## src/rtl/music_pkg.sv

```systemverilog
// Shared score-entry layout and sequencer state encoding.
// Pure definitions; no timing, no flow control.
package music_pkg;

  localparam int NOTE_W  = 6;
  localparam int DUR_W   = 3;
  localparam int SCORE_W = NOTE_W + DUR_W;

  localparam logic [NOTE_W-1:0] NOTE_REST = '0;

  typedef enum logic [1:0] {
    IDLE,
    PRIME,
    PLAY
  } state_t;

  // Duration field holds crotchets-1 so a 3-bit field spans 1..8 crotchets
  typedef struct packed {
    logic [DUR_W-1:0]  dur;
    logic [NOTE_W-1:0] note;
  } score_t;

endpackage

```

## src/rtl/music_sequencer_beat_timer.sv

```systemverilog
// Crotchet tick counter plus phrase counter; strobes are combinational from registered counts.
// No backpressure: counts every cycle enable is high, clear has priority.
module beat_timer #(
  parameter int TICKS  = 6_250_000,
  parameter int PHRASE = 16,
  parameter int GAP    = 0
) (
  input  logic clk,
  input  logic rst,
  input  logic clear,
  input  logic enable,
  output logic crotchet,
  output logic phrase,
  output logic last_tick,
  output logic in_gap
);

  localparam int TW = (TICKS > 1) ? $clog2(TICKS) : 1;
  localparam int PW = (PHRASE > 1) ? $clog2(PHRASE) : 1;

  logic [TW-1:0] tick;
  logic [TW-1:0] tick_nxt;
  logic [PW-1:0] phr;

  assign last_tick = (tick == TW'(TICKS - 1));
  assign crotchet  = enable && last_tick;
  assign phrase    = crotchet && (phr == PW'(PHRASE - 1));

  always_comb begin
    tick_nxt = tick;
    if (clear) begin
      tick_nxt = '0;
    end else if (enable) begin
      tick_nxt = last_tick ? '0 : tick + TW'(1);
    end
  end

  // Looks one cycle ahead so the caller can register gate off it
  generate
    if (GAP > 0) begin : g_gap
      assign in_gap = (tick_nxt >= TW'(TICKS - GAP));
    end else begin : g_no_gap
      assign in_gap = 1'b0;
    end
  endgenerate

  always_ff @(posedge clk or posedge rst) begin
    if (rst) begin
      tick <= '0;
      phr  <= '0;
    end else begin
      tick <= tick_nxt;
      if (clear) begin
        phr <= '0;
      end else if (crotchet) begin
        phr <= phrase ? '0 : phr + PW'(1);
      end
    end
  end

endmodule

```

## src/rtl/music_sequencer.sv

```systemverilog
// Score playback controller: walks a synchronous score ROM, drives note/gate and timing strobes.
// Note/gate/note_start are registered (first note 2 cycles after run rises); no backpressure.
module music_sequencer
  import music_pkg::*;
#(
  parameter int TICKS_PER_CROTCHET   = 6_250_000,
  parameter int CROTCHETS_PER_PHRASE = 16,
  parameter int SCORE_LEN            = 64,
  parameter int GAP_TICKS            = 0
) (
  input  logic                         clk,
  input  logic                         rst,
  input  logic                         run,
  output logic [$clog2(SCORE_LEN)-1:0] score_addr,
  input  logic [SCORE_W-1:0]           score_data,
  output logic [NOTE_W-1:0]            note,
  output logic                         gate,
  output logic                         note_start,
  output logic                         crotchet,
  output logic                         phrase,
  output logic                         playing
);

  localparam int AW = $clog2(SCORE_LEN);

  state_t             state;
  state_t             state_nxt;
  score_t             entry;
  logic [AW-1:0]      addr_inc;
  logic [AW-1:0]      addr_nxt;
  logic [NOTE_W-1:0]  note_nxt;
  logic [DUR_W-1:0]   rem;
  logic [DUR_W-1:0]   rem_nxt;
  logic               start_nxt;
  logic               gate_nxt;
  logic               last_tick;
  logic               in_gap;

  assign entry    = score_t'(score_data);
  assign addr_inc = (score_addr == AW'(SCORE_LEN - 1)) ? '0 : score_addr + AW'(1);
  assign playing  = (state == PLAY);

  beat_timer #(
    .TICKS  (TICKS_PER_CROTCHET),
    .PHRASE (CROTCHETS_PER_PHRASE),
    .GAP    (GAP_TICKS)
  ) u_beat_timer (
    .clk       (clk),
    .rst       (rst),
    .clear     (state != PLAY),
    .enable    (state == PLAY),
    .crotchet  (crotchet),
    .phrase    (phrase),
    .last_tick (last_tick),
    .in_gap    (in_gap)
  );

  always_comb begin
    state_nxt = state;
    addr_nxt  = score_addr;
    note_nxt  = note;
    rem_nxt   = rem;
    start_nxt = 1'b0;
    case (state)
      IDLE: begin
        addr_nxt = '0;
        note_nxt = NOTE_REST;
        rem_nxt  = '0;
        if (run) state_nxt = PRIME;
      end
      PRIME, PLAY: begin
        if (!run) begin
          state_nxt = IDLE;
          addr_nxt  = '0;
          note_nxt  = NOTE_REST;
          rem_nxt   = '0;
        end else if (state == PRIME || (last_tick && rem == '0)) begin
          // ROM already holds the entry at score_addr, so the next note loads with no dead cycle
          state_nxt = PLAY;
          note_nxt  = entry.note;
          rem_nxt   = entry.dur;
          start_nxt = 1'b1;
          addr_nxt  = addr_inc;
        end else if (last_tick) begin
          rem_nxt = rem - DUR_W'(1);
        end
      end
      default: state_nxt = IDLE;
    endcase
    gate_nxt = (state_nxt == PLAY) && (note_nxt != NOTE_REST) && !((rem_nxt == '0) && in_gap);
  end

  always_ff @(posedge clk or posedge rst) begin
    if (rst) begin
      state      <= IDLE;
      score_addr <= '0;
      note       <= NOTE_REST;
      rem        <= '0;
      note_start <= 1'b0;
      gate       <= 1'b0;
    end else begin
      state      <= state_nxt;
      score_addr <= addr_nxt;
      note       <= note_nxt;
      rem        <= rem_nxt;
      note_start <= start_nxt;
      gate       <= gate_nxt;
    end
  end

endmodule

```

## config.mk

```make
export PLATFORM = sky130hd
export DESIGN_NAME = music_sequencer
export DESIGN_NICKNAME = d
export VERILOG_FILES = /design/src/rtl/music_pkg.sv /design/src/rtl/music_sequencer_beat_timer.sv /design/src/rtl/music_sequencer.sv
export SDC_FILE = /design/constraint.sdc
export NUM_CORES = 1
export LEC_CHECK = 0
export CAP_MARGIN = 20
export CORE_ASPECT_RATIO = 1.25
export CORE_UTILIZATION = 61
export DETAILED_ROUTE_END_ITERATION = 6
export PLACE_DENSITY = 0.85
export RECOVER_POWER = 25
export SKIP_LAST_GASP = 1
export SYNTH_ARGS = -nofsm -noshare
export SYNTH_HDL_FRONTEND = slang
export SYNTH_HIERARCHICAL = 1
export SYNTH_SLANG_ARGS = --single-unit
```

## constraint.sdc

```tcl
create_clock -name clk -period 4.3 [get_ports clk]
set_input_delay 0.86 -clock clk [delete_from_list [all_inputs] [get_ports clk]]
set_output_delay 0.86 -clock clk [all_outputs]
set_load 0.005 [all_outputs]
```

==> results by group <==
Status
  • Status: finished clean

Worst setup path
  • Crit. Startpoint: u_beat_timer/tick[0]$_DFFE_PP0P_
  • CP Data Arrival Time: approximately 2500 ps
  • Crit Path Max Fanout: 8
  • Max stage delay on crit path: about 500 ps
  • CP max-delay cell: clkdlybuf4s50_1
  • Critical R2R Launch: u_beat_timer/tick[0]$_DFFE_PP0P_
  • Worst R2R Setup Slack: approximately 1300 ps
  • Critical path buffer and inverter count: 1
  • WP data required: 3440 ps
  • Critical path depth in cells: 6
  • CP top delay family: simple AND/OR/NAND/NOR gates
  • Reg2reg end: gate$_DFF_PP0_
  • Crit path launch type: flop
  • CP Class: flop to primary output
  • Critical Path, Cell by Cell: ha_1 > and3_1 > nand4_1 > nor3_1 > and4_1 > clkdlybuf4s50_1
  • Worst reg2reg path depth: 9
  • Crit path capture type: primary output

Power and ir drop
  • Flop pwr share: 41.3%
  • Leak: 1.23 nW
  • Pwr Total: roughly 1.2 mW
  • Peak VDD IR: 0.298 mV
  • Internal power: 0.789 mW
  • Clock Power Share: between 20% and 30%
  • Comb pwr share: 32.0%
  • Pwr per Cell Area: roughly 390 nW/µm²
  • Switching share of power: 34.0%
  • Sw Pwr: 0.406 mW

CTS
  • H-tree depth: 2
  • Post-CTS setup buffer count: 0
  • Clock transition at path regs: 80 ps
  • Total CTS buffers: 5
  • CTS Hold Bufs: 0
  • Cell at the root of the clock tree: clkbuf_8
  • Clk buf depth: 2
  • Skew-Pair Late Insertion Delay: 310 ps
  • CTS sink count: 46
  • CTS tree: built
  • CTS resizes: 0

Timing
  • Fin. max-slew vios: 0
  • Final Hold Fails: 0
  • Setup TNS Final: 0 ps
  • Worst rel slew slack: 21.2%
  • Layout Skew: between 6 and 7 ps
  • Min cycle time layout: between 3000 and 4000 ps
  • Max Clk Rate: roughly 300 MHz
  • Worst Max-Slew Pin Slew: 1180 ps
  • Fin Hold WS: ~510 ps
  • Setup violations, final: 0
  • RSZ-0062 raised after global routing: no
  • Period utilisation layout: 77.4%
  • Final Worst Setup Slack: between 900 and 1000 ps

Logic synthesis
  • Ys flop type: dfrtp_1
  • EDFF count, synth: 0
  • Top cells by area, synth: dfrtp_1 (43%), ha_1 (4.2%), a21oi_1 (3.1%)
  • Mapped Area: 2700 µm²
  • Avg Cell Area, Syn: 9.45 µm²
  • Post-synthesis cell type count: 60
  • Syn Inst Count: 286
  • YS warnings: 6
  • Largest area contributor in the netlist: dfrtp_1
  • Synthesized flop and latch total: 46
  • Syn nets: 307
  • Sequential fraction of the synthesis area: 42.6%
  • Top-area cell type share of the netlist area: 42.6%
  • Post-synth ARST share: between 90% and 100%

Placement
  • DP HPWL: 3990 µm
  • Dpl ws: 1310 ps
  • Post-placement cell area: 2980 µm²
  • Placer Congestion: 0.808
  • Placed Cells: 357
  • Number of port buffers: 28

Drt
  • WL/cell: approximately 15 µm
  • Iteration-0 DRC Markers: 138
  • DRT antenna net count: 0
  • DRT Pass-1 Iters: 5
  • Detailed-route via count: 2283
  • # DRC: 0
  • WL final: 5640 µm
  • Vias/cell: 6.24

Final layout
  • Fill cells: 350
  • # nets final: 330
  • Fin area: between 3000 and 4000 µm²
  • Final core occ: 74.2%
  • Most common cell after layout, fill and taps aside: dfrtp_1
  • Share of cells above drive strength 1: 8.71%
  • Most frequent cells in the layout: dfrtp_1 (46), clkdlybuf4s50_1 (27), nand2_1 (22)
  • Non-filler instance count after layout: 366
  • N_diodes: 0
  • Area delta synth->final: 14.4%

Global route
  • Global-route congestion overflow total: 0
  • First-pass GRT wire length: just under 10000 µm
  • Total track usage: 27.0%
  • Initial antenna violation count: 0
  • Vias in the first global route: 2162
  • Largest net degree at the start of global routing: 28

Floorplanning
  • CORE AREA: 4160 µm²
  • Die Ht: between 70 and 80 µm
  • Die X-Extent: 61.5 µm
  • Initial core utilization: about two thirds
  • Die area: ~4700 µm²
  • Ports: 29
  • FP Rows: 26

Hold path
  • Worst min-delay path class: flop to flop
  • Hold worst-path end: u_beat_timer/phr[3]$_DFFE_PP0P_
  • Hold Crit Depth: 1
  • Hold Startpoint: u_beat_timer/phr[3]$_DFFE_PP0P_

Flow run
  • Max_cap viols: 0
## routing by layer
metal | track usage, % | up-vias | routed length [µm]
met1 | 33.7 | 1106 | 2400
met5 | 0 | - | 0
met4 | 10.2 | 0 | 106
met3 | 4.58 | 12 | 166
li1 | - | 1110 | -
met2 | 45.3 | 55 | 2960
## state kept, by name, indices dropped and copies added (netlist names)
name               flops
state                  2
u_beat_timer/phr       4
note                   6
note_start             1
score_addr             6
gate                   1
u_beat_timer/tick     23
rem                    3
## final cells by class
cell class / count / area (µm²) / area share [%]
Sequential cell: 46 / 1150 / 37.3
Multi-Input combinational cell: 214 / 1430 / 46.2
Tap cell: 56 / 70.1 / 2.27
Inverter: 13 / 48.8 / 1.58
Clock inverter: 3 / 40.0 / 1.30
Clock buffer: 5 / 68.8 / 2.23
Timing Repair Buffer: 29 / 284 / 9.19
## worst max path at each step
stage	end	slack (ps)
after floorplan	note[0]$_DFF_PP0_	1790
after global placement	phrase	1420
after detailed placement	phrase	1310
after CTS	phrase	980
after global routing	phrase	760
final	phrase	970
## synth_stat cells, drive strengths merged (9+ instances only)
cell and count:
nor2 21, o21ai 17, dfrtp 46, nand2 23
a21oi 19, inv 13, ha 9, nand3 16
## power by group through the flow
| stage | registers (mW) | logic, mW | clock network, mW |
|---|---|---|---|
| 2_1_floorplan | 0.496 | 0.277 | 0 |
| 3_3_place_gp | 0.502 | 0.374 | 0 |
| 3_5_place_dp | 0.501 | 0.379 | 0 |
| 4_1_cts | 0.494 | 0.384 | 0.324 |
| 5_1_grt | 0.499 | 0.425 | 0.342 |
| 6_report | 0.494 | 0.383 | 0.319 |
## worst reg2reg max path, delay by kind of cell (launching register included)
| kind | cells | cell delay (ps) |
|---|---|---|
| AOI/OAI and AO/OA | 3 | 620 |
| adders and majority gates | 1 | 240 |
| DFF | 1 | 420 |
| and+or+nand+nor | 5 | 1660 |
## cell families (layout without fill, tap and decap cells)
| family | count (synthesis) | in the layout | share of synthesized area, % |
|---|---|---|---|
| compound gates | 73 | 73 | 18.6 |
| xor+xnor | 11 | 11 | 3.57 |
| fa+ha+maj | 9 | 9 | 4.17 |
| buf+inv | 26 | 50 | 4.59 |
| flops | 46 | 46 | 42.6 |
| mux | 3 | 3 | 1.20 |
| other cells | 1 | 1 | 0.139 |
| simple gates | 117 | 117 | 25.2 |
(Power assumes the default switching activity.)
